$ cat src/rtl/peak_finder_mc_if.sv
// Sample/result bundle for peak_finder_mc: sample input side, result
// handshake and status. The master modport is the upstream/downstream side.
interface peak_finder_mc_if #(
   parameter int DATA_W = 32,
   parameter int NUM_CH = 4,
   parameter int IDX_W  = 8
);
   logic                       en;
   logic [1:0]                 mode;
   logic                       in_valid;
   logic [NUM_CH*DATA_W-1:0]   data_in;
   logic                       out_valid;
   logic                       out_ready;
   logic [NUM_CH*DATA_W-1:0]   peak_value;
   logic [NUM_CH*IDX_W-1:0]    peak_idx;
   logic                       overrun;

   modport master (
      output en, mode, in_valid, data_in, out_ready,
      input  out_valid, peak_value, peak_idx, overrun
   );

   modport slave (
      input  en, mode, in_valid, data_in, out_ready,
      output out_valid, peak_value, peak_idx, overrun
   );
endinterface

$ cat src/rtl/peak_finder_mc.sv
// Multi-channel epoch peak detector (abs/max/min) with valid/ready result output.
// Optional macro PEAK_IDX_EN builds per-channel peak index tracking.
module peak_finder_mc #(
   parameter int DATA_W       = 32,
   parameter int NUM_CH       = 4,
   parameter int EPOCH_LENGTH = 256,
   parameter int IDX_W        = $clog2(EPOCH_LENGTH)
) (
   input logic             clk,
   input logic             rst,
   peak_finder_mc_if.slave io
);
   localparam logic signed [DATA_W-1:0] MAX_POS = {1'b0, {(DATA_W-1){1'b1}}};
   localparam logic signed [DATA_W-1:0] MIN_NEG = {1'b1, {(DATA_W-1){1'b0}}};
   localparam logic [IDX_W-1:0]         LAST    = IDX_W'(EPOCH_LENGTH - 1);

   typedef enum logic [1:0] {
      M_ABS = 2'b00,
      M_MAX = 2'b01,
      M_MIN = 2'b10,
      M_RSV = 2'b11
   } mode_t;

   logic [IDX_W-1:0]         cnt;
   mode_t                    mode_q;
   mode_t                    mode_cur;
   logic                     accept;
   logic                     first;
   logic                     done;
   logic                     out_valid_q;
   logic                     overrun_q;

   logic signed [DATA_W-1:0] samp    [NUM_CH];
   logic signed [DATA_W-1:0] metric  [NUM_CH];
   logic signed [DATA_W-1:0] run_val [NUM_CH];
   logic signed [DATA_W-1:0] nxt_val [NUM_CH];
   logic signed [DATA_W-1:0] res_val [NUM_CH];
   logic                     better  [NUM_CH];

   assign accept   = io.en && io.in_valid;
   assign first    = (cnt == '0);
   assign done     = accept && (cnt == LAST);
   // mode is sampled on the first sample so it applies to that sample too
   assign mode_cur = first ? mode_t'(io.mode) : mode_q;

   always_comb begin
      for (int c = 0; c < NUM_CH; c++) begin
         samp[c] = $signed(io.data_in[c*DATA_W +: DATA_W]);
         if (mode_cur == M_MAX || mode_cur == M_MIN)
            metric[c] = samp[c];
         else if (samp[c] == MIN_NEG)
            metric[c] = MAX_POS;
         else if (samp[c][DATA_W-1])
            metric[c] = -samp[c];
         else
            metric[c] = samp[c];
         better[c]  = (mode_cur == M_MIN) ? (metric[c] < run_val[c])
                                          : (metric[c] > run_val[c]);
         nxt_val[c] = (first || better[c]) ? metric[c] : run_val[c];
      end
   end

   always_ff @(posedge clk or posedge rst) begin
      if (rst) begin
         cnt         <= '0;
         mode_q      <= M_ABS;
         out_valid_q <= 1'b0;
         overrun_q   <= 1'b0;
         for (int c = 0; c < NUM_CH; c++) begin
            run_val[c] <= '0;
            res_val[c] <= '0;
         end
      end else begin
         if (!io.en) begin
            cnt <= '0;
            for (int c = 0; c < NUM_CH; c++) run_val[c] <= '0;
         end else if (io.in_valid) begin
            if (first) mode_q <= mode_cur;
            cnt <= done ? '0 : cnt + IDX_W'(1);
            for (int c = 0; c < NUM_CH; c++) run_val[c] <= nxt_val[c];
         end
         // a completing epoch always wins over the consumer's accept
         if (done) begin
            out_valid_q <= 1'b1;
            for (int c = 0; c < NUM_CH; c++) res_val[c] <= nxt_val[c];
            if (out_valid_q && !io.out_ready) overrun_q <= 1'b1;
         end else if (out_valid_q && io.out_ready) begin
            out_valid_q <= 1'b0;
         end
      end
   end

   assign io.out_valid = out_valid_q;
   assign io.overrun   = overrun_q;

   for (genvar c = 0; c < NUM_CH; c++) begin : g_val
      assign io.peak_value[c*DATA_W +: DATA_W] = res_val[c];
   end

`ifdef PEAK_IDX_EN
   logic [IDX_W-1:0] run_idx [NUM_CH];
   logic [IDX_W-1:0] nxt_idx [NUM_CH];
   logic [IDX_W-1:0] res_idx [NUM_CH];

   always_comb begin
      for (int c = 0; c < NUM_CH; c++) begin
         if (first)          nxt_idx[c] = '0;
         else if (better[c]) nxt_idx[c] = cnt;
         else                nxt_idx[c] = run_idx[c];
      end
   end

   always_ff @(posedge clk or posedge rst) begin
      if (rst) begin
         for (int c = 0; c < NUM_CH; c++) begin
            run_idx[c] <= '0;
            res_idx[c] <= '0;
         end
      end else begin
         if (!io.en) begin
            for (int c = 0; c < NUM_CH; c++) run_idx[c] <= '0;
         end else if (io.in_valid) begin
            for (int c = 0; c < NUM_CH; c++) run_idx[c] <= nxt_idx[c];
         end
         if (done) begin
            for (int c = 0; c < NUM_CH; c++) res_idx[c] <= nxt_idx[c];
         end
      end
   end

   for (genvar c = 0; c < NUM_CH; c++) begin : g_idx
      assign io.peak_idx[c*IDX_W +: IDX_W] = res_idx[c];
   end
`else
   assign io.peak_idx = '0;
`endif
endmodule

$ cat src/flat_wrapper.sv
// flat-port wrapper written by rule: the top's interface ports become plain ports
module peak_finder_mc_flat 
#(
   parameter int DATA_W       = 32,
   parameter int NUM_CH       = 4,
   parameter int EPOCH_LENGTH = 256,
   parameter int IDX_W        = $clog2(EPOCH_LENGTH)
)
  (clk, rst, io_en, io_mode, io_in_valid, io_data_in, io_out_ready, io_out_valid, io_peak_value, io_peak_idx, io_overrun);
  peak_finder_mc_if #(.DATA_W(DATA_W), .NUM_CH(NUM_CH), .IDX_W(IDX_W)) io_i ();
  input logic clk;
  input logic rst;
  input wire logic [$bits(io_i.en)-1:0] io_en;
  input wire logic [$bits(io_i.mode)-1:0] io_mode;
  input wire logic [$bits(io_i.in_valid)-1:0] io_in_valid;
  input wire logic [$bits(io_i.data_in)-1:0] io_data_in;
  input wire logic [$bits(io_i.out_ready)-1:0] io_out_ready;
  output wire logic [$bits(io_i.out_valid)-1:0] io_out_valid;
  output wire logic [$bits(io_i.peak_value)-1:0] io_peak_value;
  output wire logic [$bits(io_i.peak_idx)-1:0] io_peak_idx;
  output wire logic [$bits(io_i.overrun)-1:0] io_overrun;
  assign io_i.en = io_en;
  assign io_i.mode = io_mode;
  assign io_i.in_valid = io_in_valid;
  assign io_i.data_in = io_data_in;
  assign io_i.out_ready = io_out_ready;
  assign io_out_valid = io_i.out_valid;
  assign io_peak_value = io_i.peak_value;
  assign io_peak_idx = io_i.peak_idx;
  assign io_overrun = io_i.overrun;
  peak_finder_mc #(.DATA_W(DATA_W), .NUM_CH(NUM_CH), .EPOCH_LENGTH(EPOCH_LENGTH), .IDX_W(IDX_W)) u_core (.clk(clk), .rst(rst), .io(io_i));
endmodule
$ cat config.mk
export PLATFORM = sky130hd
export DESIGN_NAME = peak_finder_mc_flat
export DESIGN_NICKNAME = d
export VERILOG_FILES = /design/src/rtl/peak_finder_mc_if.sv /design/src/rtl/peak_finder_mc.sv /design/src/flat_wrapper.sv
export SDC_FILE = /design/constraint.sdc
export NUM_CORES = 1
export LEC_CHECK = 0
export CORE_MARGIN = 3
export CORE_UTILIZATION = 30
export CTS_CLUSTER_SIZE = 12
export DETAILED_ROUTE_END_ITERATION = 10
export SLEW_MARGIN = 0
export SYNTH_ARGS = -nofsm -noshare
export SYNTH_HDL_FRONTEND = slang
export SYNTH_SLANG_ARGS = --single-unit
$ cat constraint.sdc
create_clock -name clk -period 11.8 [get_ports clk]
set_clock_uncertainty 0.1 [all_clocks]
set_input_delay 2.36 -clock clk [delete_from_list [all_inputs] [get_ports clk]]
set_output_delay 2.36 -clock clk [all_outputs]
set_load 0.01 [all_outputs]
==> Word-level counts from Yosys, hierarchy flattened <==
Cells that the tools add are included.
{ "classes": {"n_addsub": 5, "order_cmp": 8, "n_eq_ne": 8, "muxes": 28, "n_reduce_logical": 14} }
{ "op_table": {"columns": ["operator", "n"], "rows": [
  ["$mux 32", 16],
  ["$mux 128", 2],
  ["$eq 32x32->1 const B", 4],
  ["$gt 32x32->1", 4],
  ["$lt 32x32->1", 4],
  ["$neg 32->32", 4],
  ["$mux 8", 3],
  ["$add 8x1->8 const B", 1],
  ["$eq 8x8->1 const B", 1],
  ["$logic_not 8->1", 1],
  ["$mux 1", 6],
  ["$logic_or 1x1->1", 5],
  ["$logic_and 1x1->1", 4],
  ["$reduce_and 3->1", 1],
  ["$eq 2x1->1 const B", 1],
  ["$eq 2x2->1 const B", 1],
  ["$mux 2", 1],
  ["$ne 2x1->1 const B", 1],
  ["$reduce_and 2->1", 1],
  ["$reduce_bool 2->1", 1],
  ["$logic_not 1->1", 1]
]} }
{ "totals": {"reg_bits": 268, "inputBits": 135, "output_inout_bits": 162, "elab_cells": 75} }

==> Depth between registers and ports, before layout <==
{ "logic_depth": {"ltp_word": 11, "ltp_mapped": 28, "mapped_depth_nobuf": 21} }

==> Worst setup path before layout <==
Ideal clock, no wire load.
{ "synth_timing": {"kind": "input port to flip-flop", "start": "input port io_data_in[33]", "end": "register u_core.res_val, in the netlist u_core.io.peak_value[60]", "setup_time_ns": 0.142, "arrival_time_ns": 6.731, "t_required_ns": 11.558, "path_slack_ns": 4.828, "cell_stages": 18, "path_buffers": 2, "cell_sequence": "inv_1 > ha_1 > or3b_2 > nor3_1 > nand4_1 > or3_1 > buf_2 > and3_1 > ha_1 > nand4_1 > nor3_1 > a22oi_1 > o211ai_1 > or3b_1 > o21a_1 > o31ai_1 > clkbuf_1 > a221oi_1"} }
{ "synth_between": {"elab_chain_cells": 8, "elab_cells_between_ends": 10, "classes_between": "1 x add/sub; 2 x order compare; 1 x eq/ne; 5 x mux; 1 x reduce/logical"} }
{ "synth_lines": {"columns": ["element", "line", "text"], "rows": [
  ["from (decl)", "flat_wrapper.sv:16", "input wire logic [$bits(io_i.data_in)-1:0] io_data_in;"],
  ["$neg 32->32", "peak_finder_mc.sv:54", "metric[c] = -samp[c];"],
  ["$mux 32", "peak_finder_mc.sv:53", "else if (samp[c][DATA_W-1])"],
  ["$mux 32", "peak_finder_mc.sv:51", "else if (samp[c] == MIN_NEG)"],
  ["$mux 32 (*)", "peak_finder_mc.sv:49", "if (mode_cur == M_MAX || mode_cur == M_MIN)"],
  ["$gt 32x32->1 or $lt 32x32->1 (tied branches)", "peak_finder_mc.sv:58, peak_finder_mc.sv:57", null],
  ["$mux 1", "peak_finder_mc.sv:57", "better[c] = (mode_cur == M_MIN) ? (metric[c] < run_val[c])"],
  ["$logic_or 1x1->1", "peak_finder_mc.sv:59", "nxt_val[c] = (first || better[c]) ? metric[c] : run_val[c];"],
  ["$mux 32 (*)", "peak_finder_mc.sv:59", null],
  ["to (signal, indexed assignment)", "peak_finder_mc.sv:71", "res_val[c] <= '0;"],
  ["to (decl)", "peak_finder_mc.sv:37", "logic signed [DATA_W-1:0] res_val [NUM_CH];"]
]} }
Mark *: on every way between the ends. The rest lies on a longest branch, timed or not.
A chain may end at the register's enable or synchronous reset.

==> Final worst setup path <==
{ "layout_timing": {"start": "input port io_data_in[1]", "end": "register u_core.run_val[115] (netlist bit)"} }
{ "layout_between": {"elab_chain_cells": 10, "elab_cells_between_ends": 12, "classes_between": "1 x add/sub; 2 x order compare; 1 x eq/ne; 7 x mux; 1 x reduce/logical"} }
{ "layout_lines": {"columns": ["element", "line", "text"], "rows": [
  ["$neg 32->32", "peak_finder_mc.sv:54", null],
  ["$mux 32", "peak_finder_mc.sv:53", null],
  ["$mux 32", "peak_finder_mc.sv:51", null],
  ["$mux 32 (*)", "peak_finder_mc.sv:49", null],
  ["$gt 32x32->1 or $lt 32x32->1 (tied branches)", "peak_finder_mc.sv:58, peak_finder_mc.sv:57", null],
  ["$mux 1", "peak_finder_mc.sv:57", null],
  ["$logic_or 1x1->1", "peak_finder_mc.sv:59", null],
  ["$mux 32 (*)", "peak_finder_mc.sv:59", null],
  ["$mux 128 (*)", "peak_finder_mc.sv:77", "end else if (io.in_valid) begin"],
  ["$mux 128 (*)", "peak_finder_mc.sv:74", "if (!io.en) begin"],
  ["to (signal, indexed assignment)", "peak_finder_mc.sv:70", "run_val[c] <= '0;"],
  ["to (decl)", "peak_finder_mc.sv:35", "logic signed [DATA_W-1:0] run_val [NUM_CH];"]
]} }
Mark *: on every way between the ends. The rest lies on a longest branch, timed or not. The select of a mux whose other input is x is not followed.

==> flow_metrics.env <==
export IMPL_run_status="finished clean"
export IMPL_rr_worst_depth=20
export IMPL_finalCriticalPeriod_ps=8490
export IMPL_num_nets_final=2653
export IMPL_antenna_found_initial=1
export IMPL_firstDrtPassIters=5
export IMPL_synth_area_sq_um=18900
export IMPL_synth_mux_area_share_pct=5.51
export IMPL_yosysWarningCount=0
export IMPL_cp_cell_sequence="clkdlybuf4s50_1 -> inv_1 -> ha_1 -> nor4b_2 -> nand3_1 -> or4b_4 -> or3_1 -> buf_4 -> nand2_1 -> ha_1 -> nand4_1 -> nor4_1 -> a21boi_0 -> o41ai_1 -> o211ai_1 -> nand2_2 -> nor2_1 -> a32o_1"
export IMPL_synthTopCellsByCount="nand2_1, dfrtp_1, inv_1"
export IMPL_cts_tree="done"
export IMPL_path_max_fanout=34
export IMPL_setup_violations_final=0
export IMPL_rsz0062_at_grt="no"
export IMPL_maxSlewHeadroom_pct=20.2
export IMPL_synthAdderAreaFrac_pct=8.91
export IMPL_synth_top_area_share_pct=35.4
export IMPL_ys_ff_latch=268
export IMPL_cpMostUsedCell="ha_1"
export IMPL_numCtsBuffers=34
export IMPL_synthArstFlopShare_pct=100
export IMPL_hpwl_um=42600
export IMPL_endpoint_kind="flop"
export IMPL_fill_cells=6248
export IMPL_io_buffers=264
export IMPL_clock_latency_ps=530
export IMPL_synth_top_family_by_area="simple AND/OR/NAND/NOR gates"
export IMPL_cts_num_sinks=268
export IMPL_timing_fmax_ghz=0.118
export IMPL_yosys_most_used_dff="dfrtp_1"
export IMPL_dp_cells=3184
export IMPL_die_height_um=257
export IMPL_core_sq_um=62100
export IMPL_wire_per_inst_um=18.5
export IMPL_yosysMostFrequentCell="nand2_1"
export IMPL_min_period_over_period_pct=72.0
export IMPL_tightest_slew_ps=1200
export IMPL_synth_cell_types=87
export IMPL_initialDrtViolationCount=1099
export IMPL_required_ps=12160
export IMPL_power_density_nw_per_um2=149
export IMPL_setup_tns_ps=0
export IMPL_synth_edf_count=0
export IMPL_cpPeakStageDelay_ps=1120
export IMPL_grt_use_total_pct=17.7
export IMPL_intPower_w=0.00218
export IMPL_rows=91
export IMPL_clockRootBuffer="clkbuf_16"
export IMPL_sequentialPowerShare_pct=30.0
export IMPL_grt_pass1_vias=17206
export IMPL_htreeDepth=2
export IMPL_synth_compound_area_share_pct=18.7
export IMPL_grt_max_degree=107
export IMPL_gp_congestion=0.878
export IMPL_min_path_cells=2
export IMPL_ant_nets=0
export IMPL_cp_slowest_cell="nor2_1"
export IMPL_synthSimpleGateAreaFrac_pct=19.5
export IMPL_synth_top_cell_by_area="dfrtp_1"
export IMPL_clk_path_buf_depth=3
export IMPL_instances_no_fill=3246
export IMPL_drive_above_1_share_pct=5.94
export IMPL_post_cts_setup_buffers=0
export IMPL_p_leak_nw=9.90
export IMPL_post_cts_resized=0
export IMPL_maxCapViolations=0
export IMPL_initial_utilization_pct=30.5
export IMPL_switching_share_pct=37.3
export IMPL_cts_hold_buffers_added=0
export IMPL_drc=0
export IMPL_share_comb_of_total_power_pct=37.6
export IMPL_clkPwrFrac_pct=32.3
export IMPL_die_w_um=257
export IMPL_die_area_sq_um=66200
export IMPL_io_pins=297
export IMPL_ir_drop_mv=0.0952
export IMPL_hp_class="flop to flop"
export IMPL_vias_per_cell=5.27
export IMPL_path_clk_slew_ps=60
export IMPL_hold_viol_final=0
export IMPL_crit_type="input port to flop"
export IMPL_vias=17111
export IMPL_synth_xor_area_share_pct=4.39
export IMPL_yosysSeqAreaShare_pct=35.4
export IMPL_synth_area_leaders="dfrtp_1, ha_1, nand2_1"
export IMPL_post_synth_cell_area_avg_sq_um=8.62
export IMPL_wirelength_um=60100
export IMPL_p_switching_w=0.00130
export IMPL_areaGrowthSynthToFinish_pct=23.4
export IMPL_syn_inst=2198
export IMPL_grt_pass1_wl_um=96300
export IMPL_overflow=0
export IMPL_slew_viol_final=0
export IMPL_startpoint_type="input port"
export IMPL_arrival_ps=8850
critical path: cells and delay by family:
kind                       cells  cell delay (ps)
adders and majority gates      2              360
and+or+nand+nor                9             4320
buffers and inverters          3              910
AOI/OAI and AO/OA              4              880
registers in the layout (all words and copies together), names as in the netlist:
| signal | cells |
|---|---|
| u_core.mode_q | 2 |
| u_core.io.overrun | 1 |
| u_core.io.peak_value | 128 |
| u_core.cnt | 8 |
| u_core.io.out_valid | 1 |
| u_core.run_val | 128 |
layout make-up:
type / count / area [sq um] / area share (%)
multi-input cells: 1627 / 11000 / 47.0
flip-flops and latches: 268 / 6710 / 28.7
repair buffers: 287 / 2810 / 12.0
well taps: 837 / 1050 / 4.48
clock buffers: 50 / 1040 / 4.46
inverters: 165 / 627 / 2.68
clock inverters: 10 / 154 / 0.658
diodes: 2 / 5.00 / 0.0214
kinds of logic after synthesis:
family                   after synthesis
multiplexers                         104
adder cells (fa/ha/maj)              135
AND/OR/NAND/NOR                      770
AO/OA/AOI/OAI                        491
XOR/XNOR                              95
flip-flops                           268
buffers and inverters                334
other                                  1
power groups by stage:
stage	clock network [W]	registers [W]	logic (W)
global placement	0	0.00106	0.00128
finish	0.00112	0.00105	0.00131
detailed placement	0	0.00106	0.00130
CTS	0.00116	0.00104	0.00131
floorplan	0	0.00105	0.000942
global route	0.00119	0.00105	0.00147
worst paths after layout:
| kind | startpoint | end | slack [ps] |
|---|---|---|---|
| min | u_core.io.overrun | u_core.io.overrun | 370 |
| max | io_data_in[1] | u_core.run_val[115] | 3310 |
| max in group asynchronous | rst | u_core.io.peak_value[33] | 7130 |
| max reg2reg | u_core.cnt[0] | u_core.run_val[115] | 4450 |
| min in group asynchronous | rst | u_core.io.peak_value[105] | 2190 |
| min reg2reg | u_core.io.overrun | u_core.io.overrun | 370 |
placed cells by master (no fill, tap or decap), types with 15 or more instances in the layout:
master	synthesis	layout
o31ai_1	55	54
o311ai_0	40	40
o2111ai_1	20	20
inv_1	164	163
conb_1	1	32
nor2_1	96	96
xnor2_1	46	46
nand4_1	47	47
a221o_1	30	30
buf_4	33	24
dfrtp_1	268	268
a21oi_1	109	109
or3_1	15	15
a32o_1	16	16
clkdlybuf4s50_1	0	262
xor2_1	49	49
nand3_1	71	68
and2_1	38	37
o21ai_0	63	63
ha_1	135	135
mux2i_1	101	101
nor4_1	16	16
nor3_1	38	38
o21ai_1	20	20
o211ai_1	20	20
nand2_1	364	363
clkbuf_16	0	35
a31oi_1	15	15
metal layers:
layer | global-route usage (%) | wire length [um]
met5 | 0 | 0
met4 | 5.06 | 1490
met3 | 3.03 | 3040
met2 | 29.9 | 28900
met1 | 23.2 | 26700
through the flow:
stage | power (W) | worst slack, ps | cell area [sq um] | util [%] | hold slack (ps)
after floorplan | 0.00199 | 1960 | 19100 | - | 379
after global placement | 0.00233 | 2820 | 22200 | 35.7 | 358
after detailed placement | 0.00236 | 2740 | 22200 | 35.7 | 365
after CTS | 0.00351 | 3300 | 23400 | 37.7 | 374
after global routing | 0.00372 | 2820 | 23400 | 37.7 | 387
final | 0.00348 | 3310 | 23400 | 37.7 | 371
Power figures use the tool's default switching activity.
==> variant 1: new RTL, same settings <==
`DATA_W` is set to 32 in 3 places; all go to 28.
--- a/src/rtl/peak_finder_mc_if.sv
+++ b/src/rtl/peak_finder_mc_if.sv
@@ -3,3 +3,3 @@
 interface peak_finder_mc_if #(
-   parameter int DATA_W = 32,
+   parameter int DATA_W = 28,
    parameter int NUM_CH = 4,
--- a/src/rtl/peak_finder_mc.sv
+++ b/src/rtl/peak_finder_mc.sv
@@ -3,3 +3,3 @@
 module peak_finder_mc #(
-   parameter int DATA_W       = 32,
+   parameter int DATA_W       = 28,
    parameter int NUM_CH       = 4,
--- a/src/flat_wrapper.sv
+++ b/src/flat_wrapper.sv
@@ -3,3 +3,3 @@
 #(
-   parameter int DATA_W       = 32,
+   parameter int DATA_W       = 28,
    parameter int NUM_CH       = 4,
Ports: changed (resized io_data_in and io_peak_value); port bits go from 297 to 265. The function was not compared with the original's and may differ.
==> variant 1 against the unedited design <==
  * Sequential cell count is 32 lower
  * Fmax increased by 2.4%
  * Area after synthesis down 11%
  * Non-clock buffer count is 37 lower
  * Die area is 11% lower
  * Wire length decreased by 19%
  * Final area is 11% lower
  * Power decreased by 11%
  * Worst setup slack better by 0.20 ns
  * Critical endpoint is now u_core.io.peak_value[55]$_DFFE_PP0P_
  * Largest power group unchanged
==> variant 1: results (changes against the unedited design) <==
| Metric | Value |
|---|---|
| Worst-margin pin slew | `1.135 ns (-0.06255 ns)` |
| Layout clock area frac | `5.437% (+0.32 points)` |
| DP Cell Count | `2883 (-9.5%)` |
| Crit Path Max Fanout | `57 (+68%)` |
| Port Buf Inserts | `232 (-12%)` |
| Core footprint | `55200 um^2 (-11%)` |
| Overall routing resource usage | `16.46% (-1.2 points)` |
| DRT Wirelength | `49000 um (-19%)` |
| Final worst slack | `3.505 ns (+0.1958 ns)` |
| Post-synthesis mux area share | `9.627% (+4.1 points)` |
| Buffer share of cell area | `11.85% (-0.17 points)` |
| Largest net degree at the start of global routing | `123 (+15%)` |
| Slowest-stage cell, CP | `nor4_1` |
| Sequential-to-total area share from yosys stat | `35.17% (-0.22 points)` |
| Crit path from | `io_data_in[28]` |
| # clk buffers | `45 (-10%)` |
| Fin util | `37.52% (-0.15 points)` |
| Synth unique cells | `70 (-20%)` |
| Status | `completed` |
| Most instantiated cells after synthesis | `364 x nand2_1, 236 x dfrtp_1, 185 x o21ai_0, 157 x mux2i_1, 136 x inv_1` |
| Worst reg2reg setup slack | `4.73 ns (+0.28 ns)` |
| Pre-CTS WS | `3.034 ns (+0.2976 ns)` |
| FF+latch area | `5906 um^2 (-12%)` |
| Slowest cell delay on critical path | `0.70 ns (-0.42 ns)` |
| Via total after detailed routing | `14804 (-13%)` |
| Reg-to-reg endpoint | `u_core.io.peak_value[92]$_DFFE_PP0P_` |
| Seq_cells | `236 (-12%)` |
| Signal inverters | `137 (-17%)` |
| Worst r2r path cells | `19 (-5.0%)` |
| Synth area leaders | `dfrtp_1 35%, mux2i_1 9.4%, ha_1 8.9%` |
| Iteration-0 DRC Markers | `815 (-26%)` |
| Leakage power | `8.994 nW (-9.2%)` |
| Final net count | `2409 (-9.2%)` |
| Global-route wire length before repair | `79800 um (-17%)` |
| Peak supply drop | `0.09873 mV (+3.7%)` |
| GP Congestion | `0.8563 (-2.5%)` |
| Wirelength per Cell | `16.64 um (-10%)` |
| Cell Area, Placed | `19580 um^2 (-12%)` |
| Buffers, non-clock | `250 (-13%)` |
| # diodes | `3 (+1)` |
| Fill cells | `5625 (-10%)` |
| Multi-input gate area | `9762 um^2 (-11%)` |
| Multi-input gates | `1512 (-7.1%)` |
| Setup crit end | `u_core.io.peak_value[55]$_DFFE_PP0P_` |
| R2R Path Start | `u_core.cnt[4]$_DFFE_PP0P_` |
| Post-synthesis compound-gate area fraction | `14.87% (-3.8 points)` |
| Dpl hpwl | `34700 um (-19%)` |
## variant 1: metal layers
| metal | up-vias | wire (um) | track usage [%] | share of wire (%) |
|---|---|---|---|---|
| met1 | 7118 | 22440 | 21.43 | 46 |
| li1 | 7282 | - | - | - |
| met3 | 82 | 2291 | 3.380 | 4.7 |
| met2 | 320 | 23140 | 27.79 | 47 |
| met5 | - | 13 | 0 | 0.027 |
| met4 | 2 | 1112 | 4.482 | 2.3 |
## variant 1: worst min-delay path by stage
stage	end	slack, ns	depth (start not counted)	startpoint
after global routing	u_core.io.overrun$_DFFE_PP0P_	0.39	2	u_core.io.overrun$_DFFE_PP0P_
after CTS	u_core.io.overrun$_DFFE_PP0P_	0.38	2	u_core.io.overrun$_DFFE_PP0P_
after floorplan	u_core.mode_q[0]$_DFFE_PP0P_	0.38	1	u_core.mode_q[0]$_DFFE_PP0P_
after detailed placement	u_core.io.overrun$_DFFE_PP0P_	0.36	2	u_core.io.overrun$_DFFE_PP0P_
final	u_core.io.overrun$_DFFE_PP0P_	0.37	2	u_core.io.overrun$_DFFE_PP0P_
after global placement	u_core.io.overrun$_DFFE_PP0P_	0.36	2	u_core.io.overrun$_DFFE_PP0P_
## variant 1: cells by family (layout without fill, tap and decap cells)
group	Yosys count	count (layout)
xor+xnor	77	77
flops	236	236
other cells	1	35
compound gates	433	433
buf+inv	281	446
simple gates	690	690
fa+ha+maj	119	119
mux	161	161
## variant 1: power groups by stage
stage               Combinational [mW]  Sequential (mW)  Clock (mW)
finish                            1.14            0.925        1.04
global route                      1.29            0.933        1.11
CTS                               1.15            0.924        1.09
detailed placement                1.14            0.937           0
global placement                  1.12            0.934           0
floorplan                        0.865            0.924           0
==> variant 2: new RTL, config.mk and constraints unchanged <==
Made on the original files. The option `PEAK_IDX_EN` is turned on by a define.
--- a/src/rtl/peak_finder_mc.sv
+++ b/src/rtl/peak_finder_mc.sv
@@ -2,2 +2,4 @@
 // Optional macro PEAK_IDX_EN builds per-channel peak index tracking.
+`define PEAK_IDX_EN
+
 module peak_finder_mc #(
Check against the original RTL: same outputs for any inputs over 10 cycles, from zero or initial values and one cycle with rst high; that may be too few to reach the edited logic, so the function may still have changed.
==> variant 2 against the unedited design <==
  * Sequential share of layout area is 2.2 points higher
  * Critical path depth stayed put
  * Power is 18% higher
  * Area after synthesis is 14% higher
  * Sequential cell count is 64 higher
  * Register-to-register slack worse by 0.81 ns
  * Critical path type unchanged
  * Final area is 15% higher
  * Count of clock-buffer cells in the layout is 11 higher
  * Cell count is 14% higher
  * Hold slack worse by 0.011 ns
  * First-iteration DRC count is 36% higher
  * Die area is 13% higher
  * Worst setup slack worse by 0.32 ns
  * Wire length is 21% higher
==> variant 2: results (changes against the unedited design) <==
| Metric | Value |
|---|---|
| CTS clk-pin slew, worst paths | `0.05 ns` |
| Final Instance Area | `26900 um^2 (+15%)` |
| Worst skew pair latency | `0.58 ns (+0.05 ns)` |
| Largest net degree at the start of global routing | `89 (-17%)` |
| WL met2 | `32960 um (+14%)` |
| DP Cell Count | `3611 (+13%)` |
| Via total after detailed routing | `19593 (+15%)` |
| Met1 Usage GRT | `26.09% (+2.8 points)` |
| Peak supply drop | `0.08790 mV (-7.6%)` |
| Dpl hpwl | `50660 um (+19%)` |
| Arrival time worst endpoint | `9.18 ns (+0.33 ns)` |
| Number of detailed-route iterations in the first pass | `5 (unchanged)` |
| Port Buf Inserts | `296 (+12%)` |
| Wire length on met1 | `33220 um (+24%)` |
| Cell Area, Placed | `25340 um^2 (+14%)` |
| Synth Warn # | `0 (unchanged)` |
| Status | `completed` |
| Leakage power | `11.47 nW (+16%)` |
| GP Congestion | `0.8740 (-0.44%)` |
| Fill cells | `7173 (+15%)` |
| Slew HR | `22.45% (+2.3 points)` |
| Slowest cell delay on critical path | `0.93 ns (-0.19 ns)` |
| Pre-CTS WS | `2.491 ns (-0.2453 ns)` |
| DRT Wirelength | `72620 um (+21%)` |
| Clock Path Buffers | `3 (unchanged)` |
| Worst hold stages | `2 (unchanged)` |
| Met3 routed wirelength | `3754 um (+23%)` |
| Syn avg cell area | `8.569 um^2 (-0.59%)` |
| CTS root buf | `clkbuf_16` |
| Post-CTS setup buffer count | `0 (unchanged)` |
| H-Tree Depth | `2 (unchanged)` |
| Post-synthesis async set-or-reset flop share | `100.0% (unchanged)` |
| CTS Buf Count | `44 (+29%)` |
| Vias in the first global route | `19252 (+12%)` |
| GR Layer Usage met3 | `2.844% (-0.19 points)` |
| # diodes | `0 (-2)` |
| Worst hold path class | `reg -> reg` |
| Crit Path Max Fanout | `35 (+2.9%)` |
| Synth unique cells | `72 (-17%)` |
| Overall routing resource usage | `19.08% (+1.4 points)` |
| Top sig layer | `met4` |
| Iteration-0 DRC Markers | `1494 (+36%)` |
| Global-route wire length before repair | `114000 um (+18%)` |
| CTS resizes | `0 (unchanged)` |
| Most instantiated cells after synthesis | `436 x nand2_1, 332 x dfrtp_1, 163 x inv_1, 156 x nor2_1, 146 x a21oi_1` |
| Slowest-stage cell, CP | `o31a_2` |
| Sequential-to-total area share from yosys stat | `38.55% (+3.2 points)` |
| Initial antenna violation count | `0 (-1)` |
| GRT met2 Usage | `30.48% (+0.57 points)` |
| Ys flop type | `dfrtp_1` |
| Synth Net Count | `2785` |
| Worst r2r path cells | `20 (unchanged)` |
| Via density | `5.305 (+0.65%)` |
| Final net count | `2987 (+13%)` |
| Synth area leaders | `dfrtp_1 39%, ha_1 7.8%, nand2_1 7.6%` |
| Layout cell share with drive strength beyond 1 | `6.102% (+0.16 points)` |
-- variant 2: worst paths after layout --
kind	from	to	slack, ns
setup reg to reg	u_core.cnt[0]$_DFFE_PP0P_	u_core.run_val[14]$_DFFE_PP0P_	3.64
hold / removal	u_core.io.overrun$_DFFE_PP0P_	u_core.io.overrun$_DFFE_PP0P_	0.36
min in group asynchronous	rst	u_core.run_val[105]$_DFFE_PP0P_	2.12
max in group asynchronous	rst	u_core.io.peak_value[114]$_DFFE_PP0P_	7.24
setup / recovery	io_data_in[96]	u_core.run_val[14]$_DFFE_PP0P_	2.99
hold reg to reg	u_core.io.overrun$_DFFE_PP0P_	u_core.io.overrun$_DFFE_PP0P_	0.36
-- variant 2: cell type report --
| type | count | share of cell area, % |
|---|---|---|
| tap | 940 | 4.373 |
| clock buffer | 61 | 4.857 |
| sequential | 332 | 30.89 |
| clock inverter | 21 | 0.9211 |
| timing repair buffer | 332 | 12.03 |
| inverter | 163 | 2.303 |
| multi-input combinational | 1844 | 44.63 |
-- variant 2: worst max-delay path: cells and delay by family --
kind / cells / cell delay, ns
and+or+nand+nor: 5 / 1.99
buffers and inverters: 2 / 0.57
muxes: 2 / 1.12
AOI/OAI and AO/OA: 7 / 2.63
adders and majority gates: 2 / 0.50
-- variant 2: cells by family after synthesis --
family	count (synthesis)	synth area share, %
AO/OA/AOI/OAI	574	19.04
XOR/XNOR	94	3.820
adder cells (fa/ha/maj)	135	7.837
buffers and inverters	339	6.102
flip-flops	332	38.55
multiplexers	111	5.190
AND/OR/NAND/NOR	930	19.47
-- variant 2: power by group --
part           switching [mW]  internal, mW  leakage, nW
logic                   0.871         0.491         6.24
clock network           0.551         0.884        0.777
registers              0.0667          1.23         4.46
total                    1.49          2.60         11.5
